$ cat src/rtl/uart_pkg.sv
// Shared definitions for the UART receive path: receiver FSM encoding, default
// frame geometry, and the oversample divider ratio used by the clock divider.
package uart_pkg;

    localparam int OVERSAMPLE_DEF = 16;
    localparam int DATA_BITS_DEF  = 8;

    // clk_in cycles per oversample tick; the divider produces a 50% duty square wave
    localparam int OS_DIV_RATIO   = 4;

    typedef enum logic [2:0] {
        IDLE,
        START,
        DATA,
        STOP,
        BREAK
    } rx_state_t;

endpackage

$ cat src/rtl/uart_tick_detect.sv
// Brings the asynchronous rx line into the clk_in domain and turns rising edges
// of the divider output into single-cycle oversample enables.
module uart_tick_detect
    import uart_pkg::*;
(
    input  logic clk_in,
    input  logic rst,
    input  logic os_clk,
    input  logic rx,
    output logic rx_s,
    output logic tick
);

    logic rx_p0;
    logic rx_p1;
    logic os_clk_d;

    // Sync flops reset to the idle level so reset release never looks like a start edge;
    // os_clk_d resets high so a divider already high at release is not counted as a tick.
    always_ff @(posedge clk_in) begin
        if (rst) begin
            rx_p0    <= 1'b1;
            rx_p1    <= 1'b1;
            os_clk_d <= 1'b1;
        end else begin
            rx_p0    <= rx;
            rx_p1    <= rx_p0;
            os_clk_d <= os_clk;
        end
    end

    assign rx_s = rx_p1;
    assign tick = os_clk & ~os_clk_d;

endmodule

$ cat src/rtl/uart_rx_os.sv
// 8N1-style UART receiver running on 16x oversample enables: validates the start
// bit at mid-bit, samples data LSB first, and flags framing errors with break hold-off.
module uart_rx_os
    import uart_pkg::*;
#(
    parameter int OVERSAMPLE = uart_pkg::OVERSAMPLE_DEF,
    parameter int DATA_BITS  = uart_pkg::DATA_BITS_DEF
) (
    input  logic                 clk_in,
    input  logic                 rst,
    input  logic                 os_clk,
    input  logic                 rx,
    output logic [DATA_BITS-1:0] data_out,
    output logic                 data_valid,
    output logic                 frame_err,
    output logic                 busy
);

    localparam int CNT_W = $clog2(OVERSAMPLE);
    localparam int BIT_W = $clog2(DATA_BITS + 1);

    localparam logic [CNT_W-1:0] CNT_MID  = CNT_W'(OVERSAMPLE / 2 - 1);
    localparam logic [CNT_W-1:0] CNT_LAST = CNT_W'(OVERSAMPLE - 1);
    localparam logic [BIT_W-1:0] BIT_LAST = BIT_W'(DATA_BITS - 1);

    logic                 rx_s;
    logic                 tick;
    rx_state_t            state;
    logic [CNT_W-1:0]     cnt;
    logic [BIT_W-1:0]     bit_idx;
    logic [DATA_BITS-1:0] shift_q;

    uart_tick_detect u_tick_detect (
        .clk_in (clk_in),
        .rst    (rst),
        .os_clk (os_clk),
        .rx     (rx),
        .rx_s   (rx_s),
        .tick   (tick)
    );

    // Partial byte assembly; only copied to data_out after a good stop bit.
    always_ff @(posedge clk_in) begin
        if (state == DATA && tick && cnt == CNT_LAST) begin
            shift_q <= {rx_s, shift_q[DATA_BITS-1:1]};
        end
    end

    always_ff @(posedge clk_in) begin
        if (rst) begin
            state      <= IDLE;
            cnt        <= '0;
            bit_idx    <= '0;
            data_out   <= '0;
            data_valid <= 1'b0;
            frame_err  <= 1'b0;
        end else begin
            data_valid <= 1'b0;
            frame_err  <= 1'b0;
            case (state)
                IDLE: begin
                    if (tick && !rx_s) begin
                        state   <= START;
                        cnt     <= '0;
                        bit_idx <= '0;
                    end
                end
                START: begin
                    if (tick) begin
                        if (cnt == CNT_MID) begin
                            // A line that is high again at mid start bit was a glitch.
                            state   <= rx_s ? IDLE : DATA;
                            cnt     <= '0;
                            bit_idx <= '0;
                        end else begin
                            cnt <= cnt + 1'b1;
                        end
                    end
                end
                DATA: begin
                    if (tick) begin
                        if (cnt == CNT_LAST) begin
                            cnt <= '0;
                            if (bit_idx == BIT_LAST) begin
                                state   <= STOP;
                                bit_idx <= '0;
                            end else begin
                                bit_idx <= bit_idx + 1'b1;
                            end
                        end else begin
                            cnt <= cnt + 1'b1;
                        end
                    end
                end
                STOP: begin
                    if (tick) begin
                        if (cnt == CNT_LAST) begin
                            cnt     <= '0;
                            bit_idx <= '0;
                            if (rx_s) begin
                                data_out   <= shift_q;
                                data_valid <= 1'b1;
                                state      <= IDLE;
                            end else begin
                                frame_err <= 1'b1;
                                state     <= BREAK;
                            end
                        end else begin
                            cnt <= cnt + 1'b1;
                        end
                    end
                end
                BREAK: begin
                    // Hold here while the line stays low so a break reports one error.
                    if (rx_s) begin
                        state   <= IDLE;
                        cnt     <= '0;
                        bit_idx <= '0;
                    end
                end
                default: begin
                    state   <= IDLE;
                    cnt     <= '0;
                    bit_idx <= '0;
                end
            endcase
        end
    end

    assign busy = (state != IDLE);

endmodule

$ cat config.mk
export PLATFORM = sky130hd
export DESIGN_NAME = uart_rx_os
export DESIGN_NICKNAME = d
export VERILOG_FILES = /design/src/rtl/uart_pkg.sv /design/src/rtl/uart_tick_detect.sv /design/src/rtl/uart_rx_os.sv
export SDC_FILE = /design/constraint.sdc
export NUM_CORES = 1
export LEC_CHECK = 0
export ABC_AREA = 1
export BUFFER_PORTS_ARGS = -buffer_cell sky130_fd_sc_hd__buf_4
export CAP_MARGIN = 25
export CORE_MARGIN = 3
export CORE_UTILIZATION = 30
export CTS_CLUSTER_DIAMETER = 30
export CTS_CLUSTER_SIZE = 40
export DETAILED_ROUTE_END_ITERATION = 7
export PLACE_DENSITY = 0.46
export SLEW_MARGIN = 20
export SYNTH_ARGS = -nofsm -noshare
export SYNTH_HDL_FRONTEND = slang
export SYNTH_HIERARCHICAL = 1
export SYNTH_SLANG_ARGS = --single-unit
$ cat constraint.sdc
create_clock -name clk_in -period 2.18 [get_ports clk_in]
set_input_delay 0.109 -clock clk_in [delete_from_list [all_inputs] [get_ports clk_in]]
set_output_delay 0.109 -clock clk_in [all_outputs]
set_load 0.02 [all_outputs]
==> results.cfg, run 1 <==
[route]
wl_per_cell_um = 12.5
drc_errors = 0
drt_iter0_drc = 78
via_per_inst = 4.71
wl_mm = 3.20
ant_nets = 0
vias = 1206
dr.pass1.iters = 4

[setup_path]
crit_family = simple AND/OR/NAND/NOR gates
critPathArrivalTime_ns = 1.81
cpMostUsedCell = nor2_1
crit_type = register to register
max_stage_delay_ns = 0.38
cp.required_ns = 2.36
critPathLaunchType = register
cpMaxStageDelayCell = dfxtp_1
crit_path_end_kind = register
path_cells = ha_1, nand3_1, inv_1, nand2_1, nor3_4, inv_2, nor2_1, nor2_1
worstPathMaxFanout = 9
critPathBufInv = 2
r2r_slack_ns = 0.55

[placement]
numPortBuffers = 14
dpl_worst_slack_ns = 0.539
place.detailed.hpwl_mm = 2.38
globalplace.congestion = 0.834

[die]
core_um2 = 4500
start_util = 0.321
die_area_um2 = 5680
die_w_um = 75.4
rows = 24
dieHeight_um = 75.4
io_pins = 15

[timing]
setup_viol = 0
hold_viol_final = 0
slew_violations = 0
fin_worst_skew_ns = 0.00658
setup_tns_ns = 0
worstMarginPinSlew_ns = 0.385
rsz0062_at_grt = false
worst_slack_ns = 0.547
period_share = 0.749
min_period_ns = 1.63
max_freq_ghz = 0.612
relSlewSlack = 0.743

[job]
max_cap_viol_count = 0

[global_route]
track_usage = 0.130
grt_pass1_vias = 1184
grt_max_degree = 15
antenna_found_initial = 0
grt-ovfl-total = 0
grt_first_pass_wirelength_mm = 5.53

[cts]
holdBufCountCts = 1
cts_tree = done
clockRootBuffer = clkbuf_8
htreeDepth = 2
clk_pin_slew_ns = 0.07
postCtsSetupBuffers = 0
cts_resized = 0
worstSkewPairLatency_ns = 0.29
cts.sinks = 32
clock_path_buffers = 2
cts-buffers-inserted = 5

[finish]
nNetsFinal = 209
multi_input_area_um2 = 618
fill_cells = 462
seq_area_um2 = 721
antennaDiodeCount = 0
syn_to_final_growth_pct = 19.7
drive_gt1_frac = 0.191
final_util = 0.384

[synth]
synth_edf_count = 8
synthArstFlopShare = 0
synthFlopType = dfxtp_1
synthMuxAreaShare = 0
yosysSeqAreaShare = 0.499
synthCells = 183
synth_top_family_by_area = simple AND/OR/NAND/NOR gates
avgSynthCellArea_um2 = 7.89
synth_fp_nets = 189
synthXorXnorAreaFrac = 0
synth_simple_gate_area_frac = 0.334
synth_compound_area_frac = 0.0771
synthAdderAreaFrac = 0.0173
yosys_warnings = 6
syn-cell-area_um2 = 1440
synth_cell_type_count = 25
synth_seq_cells = 32

[min_path]
holdCritPathClass = input pin to register

[power_and_ir_drop]
total_leakage_power_nw = 0.733
power.density_nw_per_um2 = 987
ir_drop_mv = 0.437
power_mw = 1.71

[status]
run_status = finished clean
==> per-stage QoR <==
step                      cells  instance area (µm²)  hold slack (ns)
final                       256                 1730           0.0240
after global routing        256                 1730           0.0131
after CTS                   256                 1730           0.0117
after detailed placement    247                 1600            0.307
after global placement      247                 1600            0.297
after floorplan             183                 1440            0.201
==> cells in the final DEF, fill, tap and decap left out <==
cell type      count
a21oi_2            1
o21bai_1           1
nor2_1            38
inv_1             20
nor3_1             2
o21ai_0           11
nand4_1            2
dlygate4sd3_1      1
dfxtp_1           24
clkbuf_8           5
o21ai_1            4
nand3b_1           2
a21oi_1            4
bufinv_16          1
ha_1               2
nor2_4             2
buf_4             15
nand2_2            4
nand3_4            1
inv_6              1
nor2_2             2
nand2_1           35
edfxtp_1           8
nand3_1           10
nor3_4             1
inv_2              3
clkinvlp_4         1
or2_0              1
nand3_2            2
==> power breakdown <==
part	internal [mW]	leakage, nW	switching [mW]
combinational	0.150	0.432	0.286
clock	0.344	0.0548	0.242
sequential	0.640	0.247	0.0442
==> area by class of cell <==
type	count	area share
Clock inverter	3	0.0268
Clock buffer	5	0.0398
Sequential cell	32	0.417
Timing Repair Buffer	16	0.0710
Multi-Input combinational cell	125	0.358
Tap cell	52	0.0377
Inverter	23	0.0500
==> synth_stat cells (3+ instances only) <==
cell	instances	area (µm²)
inv_2	3	11.3
nor2_1	38	143
edfxtp_1	8	240
inv_1	20	75.1
o21ai_0	11	55.1
o21ai_1	4	20.0
nand2_1	35	131
dfxtp_1	24	480
nand3_1	10	50.1
a21oi_1	4	20.0
nand2_2	4	25.0
==> sequential cells by signal (all words and copies together), names as in the netlist <==
signal and flops:
frame_err 1, data_valid 1, u_tick_detect/rx_p0 1, state 3
u_tick_detect/rx_s 1, data_out 8, bit_idx 4, u_tick_detect/os_clk_d 1
shift_q 8, cnt 4
==> worst paths after layout <==
kind | cells after the start | to | start
worst max-delay path | 8 | data_out[6]$_SDFFE_PP0P_ | cnt[0]$_SDFFE_PP0P_
worst min-delay path | 3 | u_tick_detect/os_clk_d$_SDFF_PP1_ | os_clk
worst max register to register | 8 | data_out[6]$_SDFFE_PP0P_ | cnt[0]$_SDFFE_PP0P_
worst min register to register | 2 | u_tick_detect/rx_s$_SDFF_PP1_ | u_tick_detect/rx_p0$_SDFF_PP1_
==> tightest hold or removal path, stage by stage <==
cell,delay [ns]
buf_4,0.08
inv_1,0.05
nand2_1,0.05
==> layer usage <==
layer | GRT usage | vias up | wire (µm)
met5 | 0 | - | 0
met4 | 0.0621 | 0 | 34
met3 | 0.0330 | 4 | 173
met2 | 0.199 | 23 | 1430
met1 | 0.170 | 556 | 1560
li1 | - | 623 | -
==> kinds of logic (layout without fill, tap and decap cells) <==
kind of cell	after synthesis	after routing
compound gates	21	21
flops	32	32
fa+ha+maj	2	2
buf+inv	26	47
simple gates	102	102
Power figures use the tool's default switching activity.
==> inputs of run 2 (changes only) <==
PLACE_DENSITY = 0.48   (was 0.46)
clock period = 1.4 ns   (was 2.18 ns; I/O delays follow)
==> run 2 against run 1 <==
  * Die area is the same
  * Sequential power grew 58%
  * Clock power grew 14%
==> results.cfg, run 2 (same netlist as run 1, synthesis figures left out) <==
[status]
run_status = finished clean

[finish]
nNetsFinal = 233
antennaDiodeCount = 0
final_cell_mix = nor2_1 (35), nand2_1 (33), buf_4 (31)
layout_commonest_cell = nor2_1
final_util = 0.442
drive_gt1_frac = 0.333
final_area_um2 = 1990
instances_no_fill = 280
reg_top3 = data_out x8, shift_q x8
fill_cells = 445
syn_to_final_growth_pct = 37.9

[setup_path]
cp.required_ns = 1.62
worstPathMaxFanout = 5
critPathArrivalTime_ns = 1.62
crit_path_end_kind = register
crit_type = register to register
cpMaxStageDelayCell = dfxtp_2
crit_family = simple AND/OR/NAND/NOR gates
max_stage_delay_ns = 0.36
critPathBufInv = 3
cpMostUsedCell = buf_6
critPathLaunchType = register
path_cells = ha_4, nand3_4, inv_2, nand2_4, nor3_4, buf_6, buf_6, o21ai_0, nor2_1

[die]
start_util = 0.321
die_area_um2 = 5680
dieHeight_um = 75.4
die_w_um = 75.4
rows = 24
core_um2 = 4500
io_pins = 15

[route]
ant_nets = 0
drc_errors = 0
wl_mm = 3.41
dr.pass1.iters = 4
wl_per_cell_um = 12.2
via_per_inst = 4.68
vias = 1309
drt_iter0_drc = 90

[timing]
setup_viol = 0
min_period_ns = 1.40
rsz0062_at_grt = true
worstMarginPinSlew_ns = 0.524
fin_hold_ws_ns = 0.0323
max_freq_ghz = 0.714
period_share = 1.00
slew_violations = 0
setup_tns_ns = 0
relSlewSlack = 0.650
hold_viol_final = 0
fin_worst_skew_ns = 0.00571

[cts]
cts-buffers-inserted = 5
worstSkewPairLatency_ns = 0.28
htreeDepth = 2
clockRootBuffer = clkbuf_8
cts_tree = done
clk_pin_slew_ns = 0.07
cts.sinks = 32
clock_path_buffers = 2

[global_route]
grt_pass1_vias = 1301
track_usage = 0.137
grt_max_degree = 15
grt-ovfl-total = 0
grt_first_pass_wirelength_mm = 5.87
antenna_found_initial = 0

[power_and_ir_drop]
power.density_nw_per_um2 = 1360
ir_drop_mv = 0.591
total_leakage_power_nw = 0.881

[job]
max_cap_viol_count = 0

[placement]
numPortBuffers = 14
dp.cells = 264
globalplace.congestion = 0.900
place.detailed.hpwl_mm = 2.37
placed_cell_area_um2 = 1740

[min_path]
holdCritPathClass = input pin to register
run 2: changes by cell type in the layout (fill, tap and decap cells not counted), sizes merged:
cell         change
buf             +22
clkinv           +2
bufinv           -1
clkbuf           +1
dlygate4sd3      +1
inv              -1
run 2: final timing paths:
path	start	slack, ns	depth (start not counted)	endpoint
min	rst	0.03	2	bit_idx[2]$_SDFFE_PP0P_
max	cnt[1]$_SDFFE_PP0P_	0.0003	9	data_out[4]$_SDFFE_PP0P_
max reg2reg	cnt[1]$_SDFFE_PP0P_	0.0003	9	data_out[4]$_SDFFE_PP0P_
min reg2reg	u_tick_detect/rx_p0$_SDFF_PP1_	0.41	2	u_tick_detect/rx_s$_SDFF_PP1_
run 2: area by class of cell:
cell class / instances / area (µm²) / area share
clock buffer: 6 / 72.6 / 0.0365
clock inverter: 2 / 7.51 / 0.00377
inverter: 23 / 86.3 / 0.0434
multi-input combinational: 125 / 699 / 0.351
sequential: 32 / 732 / 0.368
tap: 52 / 65.1 / 0.0327
timing repair buffer: 39 / 320 / 0.161
timing repair inverter: 1 / 7.51 / 0.00377
run 2: per-layer routing:
metal,vias up,routed length [µm],GRT usage,part of all wire
li1,670,-,-,-
met1,616,1690,0.179,0.50
met4,0,62,0.0621,0.018
met3,6,112,0.0343,0.033
met5,-,0,0,0
met2,17,1540,0.213,0.45
run 2: timing repair:
action | in CTS | in global routing
hold buffers | 2 | 0
pin swaps | 8 | 10
setup endpoints to repair | 24 | 27
setup buffers | 4 | 1
endpoints found under the hold margin | 2 | 0
gates resized for setup | 21 | 16
gates cloned | 1 | 0
run 2: metrics by stage:
stage	setup slack [ns]	power, mW
finish	0.000272	2.70
global route	-0.0908	2.88
CTS	-0.0690	2.67
detailed placement	-0.0962	1.91
global placement	-0.0495	1.90
floorplan	-0.0371	1.63
run 2: power breakdown:
part	switching, mW	leakage [nW]	internal, mW
logic	0.511	0.571	0.438
registers	0.0761	0.269	1.01
clock network	0.328	0.0403	0.339
==> inputs of run 3 (changes only) <==
ABC_AREA = 0   (was 1)
==> run 3 against run 2 <==
  * The run now ends with negative setup slack left
  * Total power down 29%
  * Clock power is 33% higher
  * Global-route usage fell by 0.33 points
  * Maximum frequency decreased by 12%
  * Combinational power shrank 91%
  * Routed wire length fell by 1.3%
  * Non-clock buffer count rose by 8
  * First-iteration DRC count fell by 83%
  * Clock skew up 0.0030 ns
  * Register-to-register slack got worse by 0.19 ns
  * Critical endpoint is now bit_idx[0]$_SDFFE_PP0P_
==> results.cfg, run 3 <==
[power_and_ir_drop]
ir_drop_mv = 0.554
total_leakage_power_nw = 0.803
power.density_nw_per_um2 = 945
power_mw = 1.91

[min_path]
hold_end = data_out[0]$_SDFFE_PP0P_
holdCritPathClass = input pin to register
hold_start = rst
min_path_cells = 2

[placement]
dpl_worst_slack_ns = -0.327
globalplace.congestion = 0.828
place.detailed.hpwl_mm = 2.07
placed_cell_area_um2 = 1690
numPortBuffers = 14

[setup_path]
max_stage_delay_ns = 0.41
rr_worst_depth = 4
r2r-end = bit_idx[0]$_SDFFE_PP0P_
cpMaxStageDelayCell = or4_1
crit_type = register to register
crit_path_end_kind = register
cp.required_ns = 1.62
path_cells = or3b_4, o21bai_4, or4_1, a21oi_1
critPathLaunchType = register
critPathBufInv = 0
worstPathMaxFanout = 8
timing.rr.start = state[1]$_SDFFE_PP0P_
crit_family = simple AND/OR/NAND/NOR gates
r2r_slack_ns = -0.19
critPathArrivalTime_ns = 1.80

[cts]
clockRootBuffer = clkbuf_8
htreeDepth = 2
worstSkewPairLatency_ns = 0.29
clock_path_buffers = 2
cts.sinks = 32
cts_tree = done
clk_pin_slew_ns = 0.07
cts-buffers-inserted = 5

[route]
wl_per_cell_um = 14.6
drt_iter0_drc = 15
ant_nets = 0
drc_errors = 0
vias = 1171
dr.pass1.iters = 4
via_per_inst = 5.07
wl_mm = 3.36

[synth]
yosysMostFrequentCell = dfxtp_1
yosys_warnings = 6
synth_top_cells_by_area = dfxtp_1 (35%), edfxtp_1 (17%), mux2i_1 (5.8%), nor2_1 (4.1%), a21oi_1 (3.3%)
yosysSeqAreaShare = 0.523
synth_top_area_share = 0.348
synth_seq_cells = 32
yosys.area.top_type = dfxtp_1
syn-cell-area_um2 = 1380
avgSynthCellArea_um2 = 10.6
synthFlopType = dfxtp_1
synthArstFlopShare = 0
ys_top_cells_by_count = dfxtp_1 (24), nor2_1 (15), a21oi_1 (9)
synth_cell_type_count = 40
synthCells = 130
synth_edf_count = 8
synth_fp_nets = 136

[finish]
final_cell_mix = buf_4 (39), dfxtp_1 (18), nor2_1 (14)
drive_gt1_frac = 0.447
antennaDiodeCount = 0
nNetsFinal = 184
reg_top3 = data_out x8, shift_q x8
syn_to_final_growth_pct = 47.0
final_area_um2 = 2030
layout_commonest_cell = buf_4
final_util = 0.462

[timing]
slew_violations = 0
fin_worst_skew_ns = 0.00871
hold_viol_final = 0
worst_slack_ns = -0.187
period_share = 1.13
min_period_ns = 1.59
setup_tns_ns = -2.42
setup_viol = 28
max_freq_ghz = 0.630
relSlewSlack = 0.685
worstMarginPinSlew_ns = 0.473
rsz0062_at_grt = true

[global_route]
antenna_found_initial = 0
grt_pass1_vias = 1152
grt_first_pass_wirelength_mm = 5.43
grt-ovfl-total = 0
track_usage = 0.133
grt_max_degree = 25

[status]
violations = negative setup slack
run_status = finished with violations

[die]
die_w_um = 73.8
core_um2 = 4380
dieHeight_um = 73.8
die_area_um2 = 5450
rows = 24
start_util = 0.314
io_pins = 15

[job]
max_cap_viol_count = 0
[run 3: cell types whose count changed in the layout (fill, tap and decap cells not counted), moves of 4 or more]
cell / before / now
nand2_1: 33 / 5
inv_2: 4 / 0
o21ai_1: 7 / 2
nor2_4: 5 / 1
nor2_1: 35 / 14
buf_4: 31 / 39
a21oi_1: 4 / 8
nand3_1: 8 / 3
mux2i_1: 0 / 8
inv_1: 19 / 1
nand4b_1: 0 / 4
nand2_2: 5 / 1
[run 3: layout make-up]
cell class / count / area [µm²]
fillers: 413 / 2360
clock buffers: 6 / 72.6
repair buffers: 47 / 380
clock inverters: 2 / 35.0
well taps: 52 / 65.1
inverters: 1 / 3.75
multi-input cells: 91 / 734
flip-flops and latches: 32 / 736
[run 3: where the power goes]
part	internal [mW]	leakage, nW	total, mW	switching [mW]
Clock	0.528	0.0552	0.885	0.357
Sequential	0.943	0.270	0.948	0.00524
Combinational	0.0405	0.478	0.0817	0.0412
[run 3: layer usage]
layer	share of wire	track usage
met1	0.47	0.164
met2	0.47	0.211
met4	0.022	0.0644
met5	0	0
met3	0.030	0.0410
[run 3: cells by family after synthesis]
family / count (synthesis) / share of synthesized area
AOI/OAI and AO/OA: 26 / 0.140
xor gates and xnor gates: 2 / 0.0127
adders and majority gates: 2 / 0.0181
DFF: 32 / 0.523
and+or+nand+nor: 52 / 0.217
muxes: 8 / 0.0581
buffers and inverters: 8 / 0.0318
[run 3: worst max path at each step]
| stage | startpoint | endpoint | slack (ns) | cells after the start |
|---|---|---|---|---|
| 2_1_floorplan | state[0]$_SDFFE_PP0P_ | bit_idx[3]$_SDFFE_PP0P_ | -0.17 | 5 |
| 3_3_place_gp | state[1]$_SDFFE_PP0P_ | bit_idx[3]$_SDFFE_PP0P_ | -0.26 | 4 |
| 3_5_place_dp | state[1]$_SDFFE_PP0P_ | bit_idx[3]$_SDFFE_PP0P_ | -0.33 | 4 |
| 4_1_cts | state[1]$_SDFFE_PP0P_ | bit_idx[0]$_SDFFE_PP0P_ | -0.18 | 4 |
| 5_1_grt | state[1]$_SDFFE_PP0P_ | bit_idx[3]$_SDFFE_PP0P_ | -0.23 | 4 |
| 6_report | state[1]$_SDFFE_PP0P_ | bit_idx[0]$_SDFFE_PP0P_ | -0.19 | 4 |
[run 3: repair_timing]
action / 4_1_cts / 5_1_grt
hold endpoints to repair: 2 / 0
resized for setup: 28 / 7
buffers inserted: 5 / 4
hold buffers: 2 / 0
pin swaps: 9 / 13
cloned: 1 / 1
endpoints found under the setup margin: 28 / 28
[run 3: metrics by stage]
stage | hold slack, ns | instances
floorplan | 0.167 | 130
global placement | 0.254 | 210
detailed placement | 0.255 | 210
CTS | 0.135 | 226
global route | 0.135 | 231
finish | 0.124 | 231
